## src/rtl/pipe_mem_arbiter.sv

```systemverilog
// Shares one memory port between NUM_PORTS requesters, one transaction at a time.
// Arbitration is fixed-priority (MODE 0) or round-robin (MODE 1); all memory-side outputs are registered.
module pipe_mem_arbiter #(
   parameter int NUM_PORTS  = 2,
   parameter int ADDR_WIDTH = 16,
   parameter int DATA_WIDTH = 16,
   parameter int MODE       = 0
) (
   input  logic                                   clk,
   input  logic                                   rst_n,
   input  logic [NUM_PORTS-1:0]                   req_read,
   input  logic [NUM_PORTS-1:0]                   req_write,
   input  logic [NUM_PORTS*ADDR_WIDTH-1:0]        req_addr,
   input  logic [NUM_PORTS*DATA_WIDTH-1:0]        req_wdata,
   input  logic [NUM_PORTS*(DATA_WIDTH/8)-1:0]    req_wmask,
   output logic [NUM_PORTS-1:0]                   req_resp,
   output logic [DATA_WIDTH-1:0]                  req_rdata,
   output logic [NUM_PORTS-1:0]                   req_stall,
   output logic [$clog2(NUM_PORTS)-1:0]           grant_id,
   output logic                                   busy,
   output logic                                   mem_read,
   output logic                                   mem_write,
   output logic [ADDR_WIDTH-1:0]                  mem_address,
   output logic [DATA_WIDTH-1:0]                  mem_wdata,
   output logic [DATA_WIDTH/8-1:0]                mem_byte_enable,
   input  logic [DATA_WIDTH-1:0]                  mem_rdata,
   input  logic                                   mem_resp
);
   localparam int GW = $clog2(NUM_PORTS);
   localparam int BW = DATA_WIDTH / 8;

   typedef enum logic [1:0] {S_IDLE, S_BUSY, S_DONE} state_t;

   state_t                r_state;
   logic [GW-1:0]         r_last;

   logic [NUM_PORTS-1:0]  w_req;
   logic                  w_any;
   logic [GW-1:0]         w_win;
   logic [GW-1:0]         w_cand;
   int                    w_idx;
   logic                  w_sel_wr;
   logic                  w_sel_rd;
   logic [ADDR_WIDTH-1:0] w_sel_addr;
   logic [DATA_WIDTH-1:0] w_sel_wdata;
   logic [BW-1:0]         w_sel_mask;

   assign w_req     = req_read | req_write;
   assign w_any     = |w_req;
   assign req_stall = w_req & ~req_resp;

   // Walk the search order backwards so the earliest requesting candidate is the last one written.
   always_comb begin
      w_win  = '0;
      w_cand = '0;
      w_idx  = 0;
      for (int k = NUM_PORTS - 1; k >= 0; k--) begin
         w_idx = (MODE == 1) ? int'(r_last) + 1 + k : k;
         if (w_idx >= NUM_PORTS) begin
            w_idx = w_idx - NUM_PORTS;
         end
         w_cand = GW'(w_idx);
         if (w_req[w_cand]) begin
            w_win = w_cand;
         end
      end
   end

   // A port raising read and write together is served as a write.
   always_comb begin
      w_sel_wr    = req_write[w_win];
      w_sel_rd    = req_read[w_win] & ~req_write[w_win];
      w_sel_addr  = req_addr[int'(w_win)*ADDR_WIDTH +: ADDR_WIDTH];
      w_sel_wdata = req_wdata[int'(w_win)*DATA_WIDTH +: DATA_WIDTH];
      w_sel_mask  = req_wmask[int'(w_win)*BW +: BW];
   end

   always_ff @(posedge clk or negedge rst_n) begin
      if (!rst_n) begin
         r_state         <= S_IDLE;
         r_last          <= GW'(NUM_PORTS - 1);
         grant_id        <= '0;
         busy            <= 1'b0;
         mem_read        <= 1'b0;
         mem_write       <= 1'b0;
         mem_address     <= '0;
         mem_wdata       <= '0;
         mem_byte_enable <= '0;
         req_resp        <= '0;
         req_rdata       <= '0;
      end else begin
         case (r_state)
            S_IDLE: begin
               if (w_any) begin
                  r_state         <= S_BUSY;
                  r_last          <= w_win;
                  grant_id        <= w_win;
                  busy            <= 1'b1;
                  mem_read        <= w_sel_rd;
                  mem_write       <= w_sel_wr;
                  mem_address     <= w_sel_addr;
                  mem_wdata       <= w_sel_wdata;
                  mem_byte_enable <= w_sel_mask;
               end
            end
            S_BUSY: begin
               if (mem_resp) begin
                  r_state   <= S_DONE;
                  mem_read  <= 1'b0;
                  mem_write <= 1'b0;
                  req_rdata <= mem_rdata;
                  req_resp  <= NUM_PORTS'(1) << grant_id;
               end
            end
            S_DONE: begin
               r_state  <= S_IDLE;
               req_resp <= '0;
               busy     <= 1'b0;
            end
            default: begin
               r_state <= S_IDLE;
            end
         endcase
      end
   end

endmodule

```

## config.mk

```make
export PLATFORM = sky130hd
export DESIGN_NAME = pipe_mem_arbiter
export DESIGN_NICKNAME = d
export VERILOG_FILES = /design/src/rtl/pipe_mem_arbiter.sv
export SDC_FILE = /design/constraint.sdc
export NUM_CORES = 1
export LEC_CHECK = 0
export BUFFER_PORTS_ARGS = -buffer_cell sky130_fd_sc_hd__clkbuf_2
export CORE_MARGIN = 1
export CORE_UTILIZATION = 43
export CTS_BUF_LIST = sky130_fd_sc_hd__clkbuf_4 sky130_fd_sc_hd__clkbuf_8 sky130_fd_sc_hd__clkbuf_16
export DETAILED_ROUTE_END_ITERATION = 12
export PLACE_DENSITY_LB_ADDON = 0.3
export SYNTH_ARGS = -nofsm -noshare
export SYNTH_HDL_FRONTEND = slang
export SYNTH_SLANG_ARGS = --single-unit
export TNS_END_PERCENT = 5
```

## constraint.sdc

```tcl
create_clock -name clk -period 2.2 [get_ports clk]
set_input_delay 0.44 -clock clk [delete_from_list [all_inputs] [get_ports clk]]
set_output_delay 0.44 -clock clk [all_outputs]
set_load 0.02 [all_outputs]
```

### Word level (Yosys, flattened, before mapping)

Cells that the tools add are included.

| storage, ports and cells | value |
|---|---|
| register bits | 58 |
| bits of input ports | 91 |
| output and inout bits | 58 |

| operators by class | value |
|---|---|
| reduce and logical (&&, ||, !) cells | 11 |
| bitwise logic cells | 5 |
| eq/ne operators | 4 |
| magnitude comparators | 1 |
| mux-type cells | 18 |
| shift-type cells | 4 |

Operators by type and width:

| kind | number |
|---|---|
| indexed part select 32 x 6 -> 16 bit | 2 |
| 2-to-1 mux 1 bit | 10 |
| AND reduction 2 bit | 5 |
| case mux 2 bit (2 select lines) | 2 |
| 2-to-1 mux 2 bit | 3 |
| case mux 1 bit (2 select lines) | 3 |
| nonzero test 2 bit | 3 |
| != test 2 bit (second input constant) | 2 |
| indexed part select 4 x 3 -> 2 bit | 1 |
| AND reduction 3 bit | 1 |
| AND 2 bit | 1 |
| equality test 2 x 1 -> 1 bit (second input constant) | 1 |
| equality test 2 bit (second input constant) | 1 |
| logical NOT 2 bit | 1 |
| less-than comparator 1 x 2 -> 1 bit (second input constant) | 1 |
| inverter 2 bit | 1 |
| bitwise OR 2 bit | 1 |
| OR reduction 2 bit | 1 |
| << shifter 1 x 1 -> 2 bit (first input constant) | 1 |
| AND 1 bit | 1 |
| inverter 1 bit | 1 |

### Longest topological paths before layout

Gate-level depths: netlist of the first run.

| depth | value |
|---|---|
| depth after elaboration | 9 |
| mapped depth | 7 |

### Least setup slack after synthesis of the first run

Ideal clock, no wire load.

| timing | value |
|---|---|
| path type | reg-to-reg |
| from | register r_state[1] |
| to | register mem_address[10] |
| buffers on the path | 4 |
| clock period less this slack | 1851 ps |
| library setup time | 123 ps |
| data required time | 2077 ps |
| path slack | 349 ps |
| stages on the path, launching flop included | 8 |
| data arrival time | 1728 ps |
| path through | dfrtp_1 -> buf_6 -> or2_1 -> buf_6 -> or4_4 -> buf_6 -> buf_8 -> o221a_1 |

| on the way | value |
|---|---|
| word-level cells in the longest chain between the ends | 2 |

RTL lines:

| what | line | RTL |
|---|---|---|
| from (decl) | 34 | `state_t r_state;` |
| from (signal assigned) | 80 | `r_state <= S_IDLE;` |
| from (signal assigned) | 95 | `r_state <= S_BUSY;` |
| from (signal assigned) | 108 | `r_state <= S_DONE;` |
| logical NOT 2 bit | 92 | `case (r_state)` |
| AND reduction 2 bit (no source line) | n/a |  |
| to (signal assigned) | 101 | `mem_address <= w_sel_addr;` |
| to (decl) | 23 | `output logic [ADDR_WIDTH-1:0] mem_address,` |

Every way passes these cells.
A chain may end at the register's enable or synchronous reset.

### Worst setup path after layout of the first run

| timing | value |
|---|---|
| from | register r_state[1] |
| to | register mem_address[1] |

Same word-level chain as after synthesis.

==> summary.md, run 1 <==
| Metric | Value |
|---|---|
| Status | `finished, final reports clean` |
| Maxcap violations | `0` |
| Minimum clock period | `1.83 ns` |
| Post-CTS Setup Bufs | `0` |
| Maximum fanout along the worst path | `35` |
| Uppermost layer routed | `met4` |
| Port-buffer cells | `148` |
| Antenna viol nets, final | `0` |
| Nets@finish | `428` |
| Peak VDD IR | `0.915 mV` |
| Clock slew at reported path FFs | `0.07 ns` |
| CTS Root Cell | `clkbuf_8` |
| Met2 WL | `3180 um` |
| Post-cts sizing count | `0` |
| Initial core utilization | `45.3%` |
| Slew margin rel. | `51.9%` |
| Fraction of registers with async set/reset | `100%` |
| Die height | `78.9 um` |
| Vias per inst | `5.37` |
| LEAKAGE | `1.70 nW` |
| CTS sink cnt | `58` |
| R2r startpoint | `r_state[1]` |
| I/O pin cnt | `149` |
| Crit Path Class | `reg2reg` |
| First DRT Iteration DRCs | `123` |
| Worst-Margin Slew | `0.721 ns` |
| Slew Limit Fails | `0` |
| CTS tree | `done` |
| Final hold vios | `0` |
| Mean routed wirelength per cell | `16.1 um` |
| Number of global-route vias before repair | `2,272` |
| Leading area contributor after synthesis | `dfrtp_1` |
| Worst Skew | `0.00667 ns` |
| Final Setup Violations | `0` |
| EDFF count, synth | `0` |
| Req. time, crit path | `2.42 ns` |
| Worst hold path type | `in2async` |
| Core ar. | `5610 um^2` |
| Residual DRC | `0` |
| # H-tree levels | `3` |
| Pre-Repair DR Iteration Count | `4` |
| Metal3 WL | `490 um` |
| Post-synthesis sequential area ratio | `57.1%` |
| Die area | `6220 um^2` |
| Critical R2R Capture | `mem_address[1]` |
| Initial antenna violation count | `0` |
| RSZ-0062 raised after global routing | `no` |
| Synth top area share | `57.1%` |
| FMAX | `545 MHz` |
| Clock tree buffer depth | `2` |
| Cells on worst reg2reg path | `3` |
| Post-synthesis register bit count | `58` |
| Final worst-path cycle share | `83.4%` |
| CP max stage delay | `0.63 ns` |
| Largest net degree at the start of global routing | `59` |
| Area contributors post-synth | `dfrtp_1 (57%), o221a_1 (13%), mux2_2 (7.5%), or3_1 (7.4%), o221a_2 (2.2%)` |
| Synth Instances | `189` |
| Site Rows | `27` |
| Setup TNS | `0 ns` |
| Routability cong. | `0.802` |
| Fraction of layout cells with a size suffix above 1 | `59.1%` |
| Leading cell types in the layout, fill and taps excluded | `clkbuf_2 (148), dfrtp_1 (58), or3_1 (30)` |
| Clk_lat worst skew | `0.33 ns` |
| PD cells | `1550 nW/um^2` |
| R2r setup slk | `0.37 ns` |
| Library cells used by synthesis | `26` |
| Grt total ovfl | `0` |
| Slowest CP cell | `or4_4` |
| Main synth FF type | `dfrtp_1` |
| Area grow syn2layout | `38.7%` |
| Die W | `78.9 um` |
| CTS Buf Count | `9` |
| Startpoint Class | `register` |
| Crit path capture type | `register` |
| Global Route Usage Sum | `22.4%` |
| Mapped Area | `2540 um^2` |
| Post-Route WL | `6680 um` |
| Met1 WL | `2880 um` |
| Syn_area_per_cell | `13.4 um^2` |
| First-pass GRT wire length | `10,600 um` |
| DP Wirelength | `4610 um` |
| ANT cells | `0` |
| Via count | `2,223` |
| Mapped Nets | `280` |
| Commonest non-fill, non-tap cell in the layout | `clkbuf_2` |
| Worst hold slack | `0.236 ns` |
| Crit-path cells | `or2_1 -> or4_4 -> o221a_2` |
| WP data arrival | `2.05 ns` |
| CTS Hold Bufs | `0` |
| Yosys warnings | `0` |
## area by class of cell
cell class / count / area, um^2
fill: 469 / 2080
tap: 72 / 90.1
multi-input combinational: 110 / 961
inverter: 3 / 11.3
timing repair buffer: 155 / 793
sequential: 58 / 1450
clock buffer: 9 / 124
clock inverter: 7 / 93.8
## worst max-delay path by stage
stage | to | depth (start not counted) | start
final | mem_address[1] | 3 | r_state[1]
after global routing | mem_wdata[3] | 5 | r_state[1]
after CTS | mem_address[1] | 3 | r_state[1]
after detailed placement | mem_address[1] | 3 | r_state[1]
after global placement | mem_address[3] | 3 | r_state[1]
after floorplan | mem_address[10] | 7 | r_state[1]
## critical path, delay by kind of cell (launching register included)
kind | cells | cell delay (ns)
flops | 1 | 0.45
simple gates | 2 | 0.91
compound gates | 1 | 0.35
## synthesized netlist by cell type, types with 2 or more instances
cell type   n
nand2_1     3
mux2_2     17
nor2_1      5
a22o_1      2
or3_2       4
o21ai_0     2
a21o_1      2
buf_6       3
inv_1       3
dfrtp_1    58
a21oi_1     2
or3_1      30
o221a_2     5
clkbuf_1    6
buf_8       3
buf_2       6
o221a_1    29
## state kept, by name (all words and copies together) (netlist names)
register,count
grant_id,1
req_rdata,16
busy,1
mem_read,1
r_state,2
req_resp,2
mem_address,16
mem_write,1
mem_byte_enable,2
mem_wdata,16
## kinds of logic (layout without fill, tap and decap cells)
| group | Yosys count | in the layout | share of synthesized area, % |
|---|---|---|---|
| simple gates | 49 | 49 | 11.8 |
| buf+inv | 21 | 174 | 5.61 |
| compound gates | 43 | 43 | 17.5 |
| mux | 18 | 18 | 7.93 |
| flops | 58 | 58 | 57.1 |
## layer usage
metal / vias to the layer above / global-route usage [%]
met5: - / 0
met4: 0 / 7.45
met3: 12 / 7.82
met2: 103 / 35.6
met1: 1084 / 28.5
li1: 1024 / -
## metrics by stage
stage               utilization (%)  total power [mW]  instance area, um^2  cells  setup slack (ns)
floorplan                         -              3.57                 2540    189             0.349
global placement               59.0              4.35                 3310    398             0.392
detailed placement             59.0              4.42                 3310    398             0.383
CTS                            62.9              5.52                 3520    414             0.375
global route                   62.9              5.78                 3520    414             0.309
finish                         62.9              5.46                 3520    414             0.366
## where the power goes
group | leakage, nW | switching (mW) | internal (mW)
sequential | 0.659 | 0.333 | 1.59
combinational | 0.939 | 1.40 | 1.06
clock | 0.105 | 0.442 | 0.635
Note: power is estimated with default switching activity, not from simulation.
==> inputs of run 2 (changes only) <==
--- a/config.mk
+++ b/config.mk
@@ -7,7 +7,7 @@
 export LEC_CHECK = 0
 export BUFFER_PORTS_ARGS = -buffer_cell sky130_fd_sc_hd__clkbuf_2
 export CORE_MARGIN = 1
-export CORE_UTILIZATION = 43
+export CORE_UTILIZATION = 39
 export CTS_BUF_LIST = sky130_fd_sc_hd__clkbuf_4 sky130_fd_sc_hd__clkbuf_8 sky130_fd_sc_hd__clkbuf_16
 export DETAILED_ROUTE_END_ITERATION = 12
 export PLACE_DENSITY_LB_ADDON = 0.3
==> constraint.sdc (replaced) <==
create_clock -name clk -period 1.6 [get_ports clk]
set_input_delay 0.32 -clock clk [delete_from_list [all_inputs] [get_ports clk]]
set_output_delay 0.32 -clock clk [all_outputs]
set_load 0.02 [all_outputs]
==> run 2 against run 1 <==
  * The run now ends with negative hold slack, negative setup slack left
  * Clock power rose by 30%
  * Power rose by 41%
  * Design area rose by 4.6%
  * Worst hold slack got worse by 0.25 ns
  * Largest power group unchanged
  * Highest routed layer unchanged
==> summary.md, run 2 (synthesized netlist as in run 1, its figures left out) <==
| Metric | Value |
|---|---|
| Maximum fanout along the worst path | `19 (-46%)` |
| Worst-Margin Slew | `0.307 ns (-0.414 ns)` |
| Clock slew at reported path FFs | `0.06 ns (about the same)` |
| Via count | `2,185 (-1.7%)` |
| CTS Buf Count | `9 (unchanged)` |
| PD cells | `2080 nW/um^2 (+34%)` |
| Worst hold slack | `-0.0104 ns (-0.247 ns)` |
| Vias per inst | `5.13 (-4.5%)` |
| Slew margin rel. | `79.4% (+28 points)` |
| Die W | `82.7 um (+4.9%)` |
| Core ar. | `6310 um^2 (+13%)` |
| Number of global-route vias before repair | `2,087 (-8.1%)` |
| Crit Path Class | `reg2reg` |
| CTS Hold Bufs | `0 (unchanged)` |
| Leading cell types in the layout, fill and taps excluded | `clkbuf_2 (148), dfrtp_1 (58), or3_1 (30)` |
| I/O pin cnt | `149 (unchanged)` |
| Grt total ovfl | `0 (unchanged)` |
| Nets@finish | `436 (+1.9%)` |
| Clock tree buffer depth | `2 (unchanged)` |
| Fraction of layout cells with a size suffix above 1 | `59.9% (+0.82 points)` |
| Final worst-path cycle share | `102% (+19 points)` |
| WP data arrival | `1.85 ns (-0.20 ns)` |
| First DRT Iteration DRCs | `77 (-37%)` |
| CTS Root Cell | `clkbuf_8` |
| Global Route Usage Sum | `18.7% (-3.7 points)` |
| Top flop regs | `mem_address (16), mem_wdata (16), req_rdata (16)` |
| CTS sink cnt | `58 (unchanged)` |
| Setup WS post-layout | `-0.0370 ns (-0.403 ns)` |
| Largest net degree at the start of global routing | `59 (unchanged)` |
| Req. time, crit path | `1.81 ns (-0.61 ns)` |
| Maxcap violations | `0 (unchanged)` |
| Commonest non-fill, non-tap cell in the layout | `clkbuf_2` |
| CTS tree | `done` |
| DP Wirelength | `4440 um (-3.7%)` |
| First-pass GRT wire length | `9370 um (-12%)` |
| Final hold vios | `15 (+15)` |
| Final Setup Violations | `34 (+34)` |
| Die area | `6840 um^2 (+10%)` |
| # H-tree levels | `3 (unchanged)` |
| FMAX | `611 MHz (+12%)` |
| Startpoint Class | `register` |
| Mean routed wirelength per cell | `15.2 um (-5.7%)` |
| Residual DRC | `0 (unchanged)` |
| Worst Skew | `0.00547 ns (-0.00119 ns)` |
| LEAKAGE | `1.78 nW (+4.7%)` |
| Routability cong. | `0.725 (-9.6%)` |
| Die height | `82.7 um (+4.9%)` |
| Area grow syn2layout | `45.1%` |
| Initial antenna violation count | `0 (unchanged)` |
| Slew Limit Fails | `0 (unchanged)` |
| ANT cells | `0 (unchanged)` |
| Initial core utilization | `40.2% (-5.1 points)` |
| Clk_lat worst skew | `0.33 ns (about the same)` |
| Minimum clock period | `1.64 ns (-0.197 ns)` |
| Crit path capture type | `register` |
| Failing checks | `negative hold slack, negative setup slack` |
| Port-buffer cells | `148 (unchanged)` |
| Pre-Repair DR Iteration Count | `4 (unchanged)` |
| Worst hold path type | `in2async` |
| Antenna viol nets, final | `0 (unchanged)` |
| Site Rows | `29 (+7.4%)` |
| Status | `complete, but fails checks` |
| Peak VDD IR | `1.01 mV (+10%)` |
| RSZ-0062 raised after global routing | `yes` |
| Post-Route WL | `6480 um (-3.0%)` |
| Setup Slack @ Placement | `-0.0220 ns (-0.405 ns)` |
## run 2: metrics by stage
step           total power [mW]  cell area, um^2  TNS [ns]  std cells  utilization, %
2_1_floorplan              4.91             2540     -7.49        189               -
3_3_place_gp               6.07             3410   -0.0141        408            54.1
3_5_place_dp               6.15             3410   -0.0990        408            54.1
4_1_cts                    7.60             3640    -0.308        423            57.6
5_1_grt                    8.20             3690     -2.36        426            58.4
6_report                   7.67             3690    -0.752        426            58.4
## run 2: worst max-delay path, cell delays in order, from the launching register on
cell and delay [ns]:
dfrtp_1 0.37, or2_1 0.25, or4_4 0.47, buf_12 0.18
o221a_4 0.25
## run 2: area by class of cell
cell class              instances  area (um^2)
fillers                       552         2630
inverters                       3         11.3
flip-flops and latches         58         1450
clock buffers                  13          173
multi-input cells             110          978
well taps                      77         96.3
clock inverters                 2         35.0
repair buffers                163          941
## run 2: repair_timing
action                                  4_1_cts  5_1_grt
buffers inserted                              0        1
endpoints found under the hold margin         0        0
gates resized for setup                       2        1
cloned                                        0        2
endpoints found under the setup margin       25       36
## run 2: worst paths after layout
| check | start | slack [ns] | end | cells after the start |
|---|---|---|---|---|
| setup / recovery | r_state[0] | -0.04 | mem_wdata[14] | 4 |
| hold / removal | rst_n | -0.01 | mem_address[12] | 2 |
| setup reg to reg | r_state[0] | -0.04 | mem_wdata[14] | 4 |
| hold reg to reg | busy | 0.49 | busy | 1 |
| max in group asynchronous | rst_n | 1.34 | mem_wdata[0] | 2 |
| min in group clk | mem_rdata[4] | 0.23 | req_rdata[4] | 2 |
## run 2: metal layers
| layer | track usage (%) | wire length [um] |
|---|---|---|
| met1 | 21.1 | 2580 |
| met2 | 32.0 | 3230 |
| met4 | 7.76 | 58 |
| met5 | 0 | 0 |
| met3 | 6.48 | 609 |
## run 2: report_power, final
group          switching, mW  internal (mW)  total, mW  leakage, nW
clock                  0.545          0.854       1.40        0.109
combinational           1.99           1.67       3.66         1.02
sequential             0.421           2.19       2.62        0.659
total                   2.96           4.71       7.67         1.78
==> inputs of run 3 (changes only) <==
--- a/config.mk
+++ b/config.mk
@@ -9,6 +9,7 @@
 export CORE_MARGIN = 1
 export CORE_UTILIZATION = 39
 export CTS_BUF_LIST = sky130_fd_sc_hd__clkbuf_4 sky130_fd_sc_hd__clkbuf_8 sky130_fd_sc_hd__clkbuf_16
+export CTS_CLUSTER_SIZE = 24
 export DETAILED_ROUTE_END_ITERATION = 12
 export PLACE_DENSITY_LB_ADDON = 0.3
 export SYNTH_ARGS = -nofsm -noshare
==> constraint.sdc (replaced) <==
create_clock -name clk -period 1.6 [get_ports clk]
set_input_delay 0.32 -clock clk [delete_from_list [all_inputs] [get_ports clk]]
set_output_delay 0.32 -clock clk [all_outputs]
set_load 0.005 [all_outputs]
==> run 3 against run 2 <==
  * The run ends with negative setup slack left
  * Register-to-register slack hardly changed
  * Die area did not move
  * Sequential power is essentially flat
  * Worst hold slack better by 0.22 ns
  * Power decreased by 6.7%
  * Worst setup slack got worse by 0.014 ns
  * Cell count is 1.4% higher
  * Non-clock buffer count is 5 higher
  * Count of clock-buffer cells in the layout down 3
  * Wire length is 2.7% higher
  * Critical path type unchanged
  * Critical endpoint unchanged
  * Largest cell class unchanged
==> summary.md, run 3 (synthesized netlist as in run 1, its figures left out) <==
| Metric | Value |
|---|---|
| Vias per inst | `5.17 (+0.87%)` |
| Core ar. | `6310 um^2 (unchanged)` |
| Area grow syn2layout | `48.3%` |
| FMAX | `606 MHz (-0.86%)` |
| I/O pin cnt | `149 (unchanged)` |
| ANT cells | `0 (unchanged)` |
| WP data arrival | `1.87 ns (+0.02 ns)` |
| Nets@finish | `441 (+1.1%)` |
| Final hold vios | `0 (-15)` |
| Commonest non-fill, non-tap cell in the layout | `clkbuf_2` |
| Site Rows | `29 (unchanged)` |
| Req. time, crit path | `1.82 ns (about the same)` |
| Top flop regs | `mem_address (16), mem_wdata (16), req_rdata (16)` |
| Residual DRC | `0 (unchanged)` |
| Slew margin rel. | `78.4% (-1.0 points)` |
| Die W | `82.7 um (unchanged)` |
| Post-route cell area | `3770 um^2 (+2.2%)` |
| Status | `complete, but fails checks` |
| Minimum clock period | `1.65 ns (+0.0143 ns)` |
| Cell count after placement | `411 (+0.74%)` |
| Worst Skew | `0.0119 ns (+0.00642 ns)` |
| Initial core utilization | `40.2% (unchanged)` |
| First DRT Iteration DRCs | `68 (-12%)` |
| Number of global-route vias before repair | `2,125 (+1.8%)` |
| Startpoint Class | `register` |
| Via count | `2,235 (+2.3%)` |
| Largest net degree at the start of global routing | `59 (unchanged)` |
| Initial antenna violation count | `0 (unchanged)` |
| Fraction of layout cells with a size suffix above 1 | `60.3% (+0.40 points)` |
| Antenna viol nets, final | `0 (unchanged)` |
| Die area | `6840 um^2 (unchanged)` |
| CTS tree | `done` |
| Port-buffer cells | `148 (unchanged)` |
| Worst hold slack | `0.212 ns (+0.222 ns)` |
| # H-tree levels | `3 (unchanged)` |
| Maximum fanout along the worst path | `22 (+3)` |
| CTS Buf Count | `9 (unchanged)` |
| Maxcap violations | `0 (unchanged)` |
| Clk_lat worst skew | `0.34 ns (about the same)` |
| Peak VDD IR | `1.06 mV (+4.8%)` |
| Worst hold path type | `in2reg` |
| Post-Route WL | `6650 um (+2.7%)` |
| Global Route Usage Sum | `19.2% (+0.56 points)` |
| Routability cong. | `0.752 (+3.8%)` |
| LEAKAGE | `1.82 nW (+1.8%)` |
| Pwr Total | `7.16 mW (-6.7%)` |
| Util after Layout | `59.7% (+1.3 points)` |
| First-pass GRT wire length | `9510 um (+1.5%)` |
| Clock slew at reported path FFs | `0.07 ns (about the same)` |
| Setup WS post-layout | `-0.0512 ns (-0.0143 ns)` |
| Crit path capture type | `register` |
| Clock tree buffer depth | `2 (unchanged)` |
| PD cells | `1900 nW/um^2 (-8.8%)` |
| Final Setup Violations | `30 (-12%)` |
| Mean routed wirelength per cell | `15.4 um (+1.2%)` |
| Placed inst area | `3440 um^2 (+0.66%)` |
| Leading cell types in the layout, fill and taps excluded | `clkbuf_2 (148), dfrtp_1 (58), or3_1 (30)` |
| Grt total ovfl | `0 (unchanged)` |
| Failing checks | `negative setup slack` |
| Pre-Repair DR Iteration Count | `4 (unchanged)` |
| CTS Root Cell | `clkbuf_8` |
| Crit Path Class | `reg2reg` |
| DP Wirelength | `4610 um (+3.7%)` |
| RSZ-0062 raised after global routing | `yes` |
| Worst-Margin Slew | `0.324 ns (+0.0168 ns)` |
| Final worst-path cycle share | `103% (+0.89 points)` |
| Finished Layout Cells | `432 (+1.4%)` |
| Slew Limit Fails | `0 (unchanged)` |
| Die height | `82.7 um (unchanged)` |
| CTS sink cnt | `58 (unchanged)` |
## run 3: cell type report
type	instances	area (um^2)
inverter	3	11.3
timing repair buffer	168	973
sequential	58	1450
multi-input combinational	110	983
clock inverter	6	114
clock buffer	10	138
tap	77	96.3
fill	554	2550
## run 3: power by group
part           switching (mW)  leakage, nW  internal [mW]  total [mW]
clock network           0.605        0.119           1.08        1.68
logic                    1.19         1.04           1.68        2.87
registers               0.409        0.659           2.19        2.60
total                    2.21         1.82           4.95        7.16
## run 3: final timing paths
kind	startpoint	end	slack, ns	depth (start not counted)
worst max-delay path	r_state[0]	mem_wdata[14]	-0.05	4
worst min-delay path	mem_rdata[15]	req_rdata[15]	0.21	2
worst max register to register	r_state[0]	mem_wdata[14]	-0.05	4
worst min register to register	busy	busy	0.49	1
max in group asynchronous	rst_n	mem_address[11]	0.80	3
min in group asynchronous	rst_n	mem_address[4]	0.52	3
## run 3: worst max-delay path, cell delays in order (launching register included)
cell and delay (ns):
dfrtp_1 0.38, or2_1 0.24, or4_4 0.46, buf_12 0.18, o221a_2 0.27
## run 3: stage by stage
stage	setup WS (ns)	setup TNS, ns
floorplan	-0.233	-7.49
global placement	-0.0121	-0.0471
detailed placement	-0.0481	-0.659
CTS	-0.0551	-0.947
global route	-0.0905	-2.02
finish	-0.0512	-0.610
## run 3: what timing repair did
| item | CTS | global route |
|---|---|---|
| hold endpoints to repair | 43 | 0 |
| gates resized for setup | 1 | 2 |
| buffers inserted | 0 | 3 |
| cloned | 0 | 1 |
| hold buffers | 1 | 0 |
| endpoints found under the setup margin | 35 | 38 |
## run 3: routing by layer
layer	GRT usage, %	vias up	share of wire [%]
li1	-	1050	-
met1	21.4	1060	42
met2	32.4	109	46
met3	6.81	16	10
met4	9.66	0	2.1
met5	0	-	0
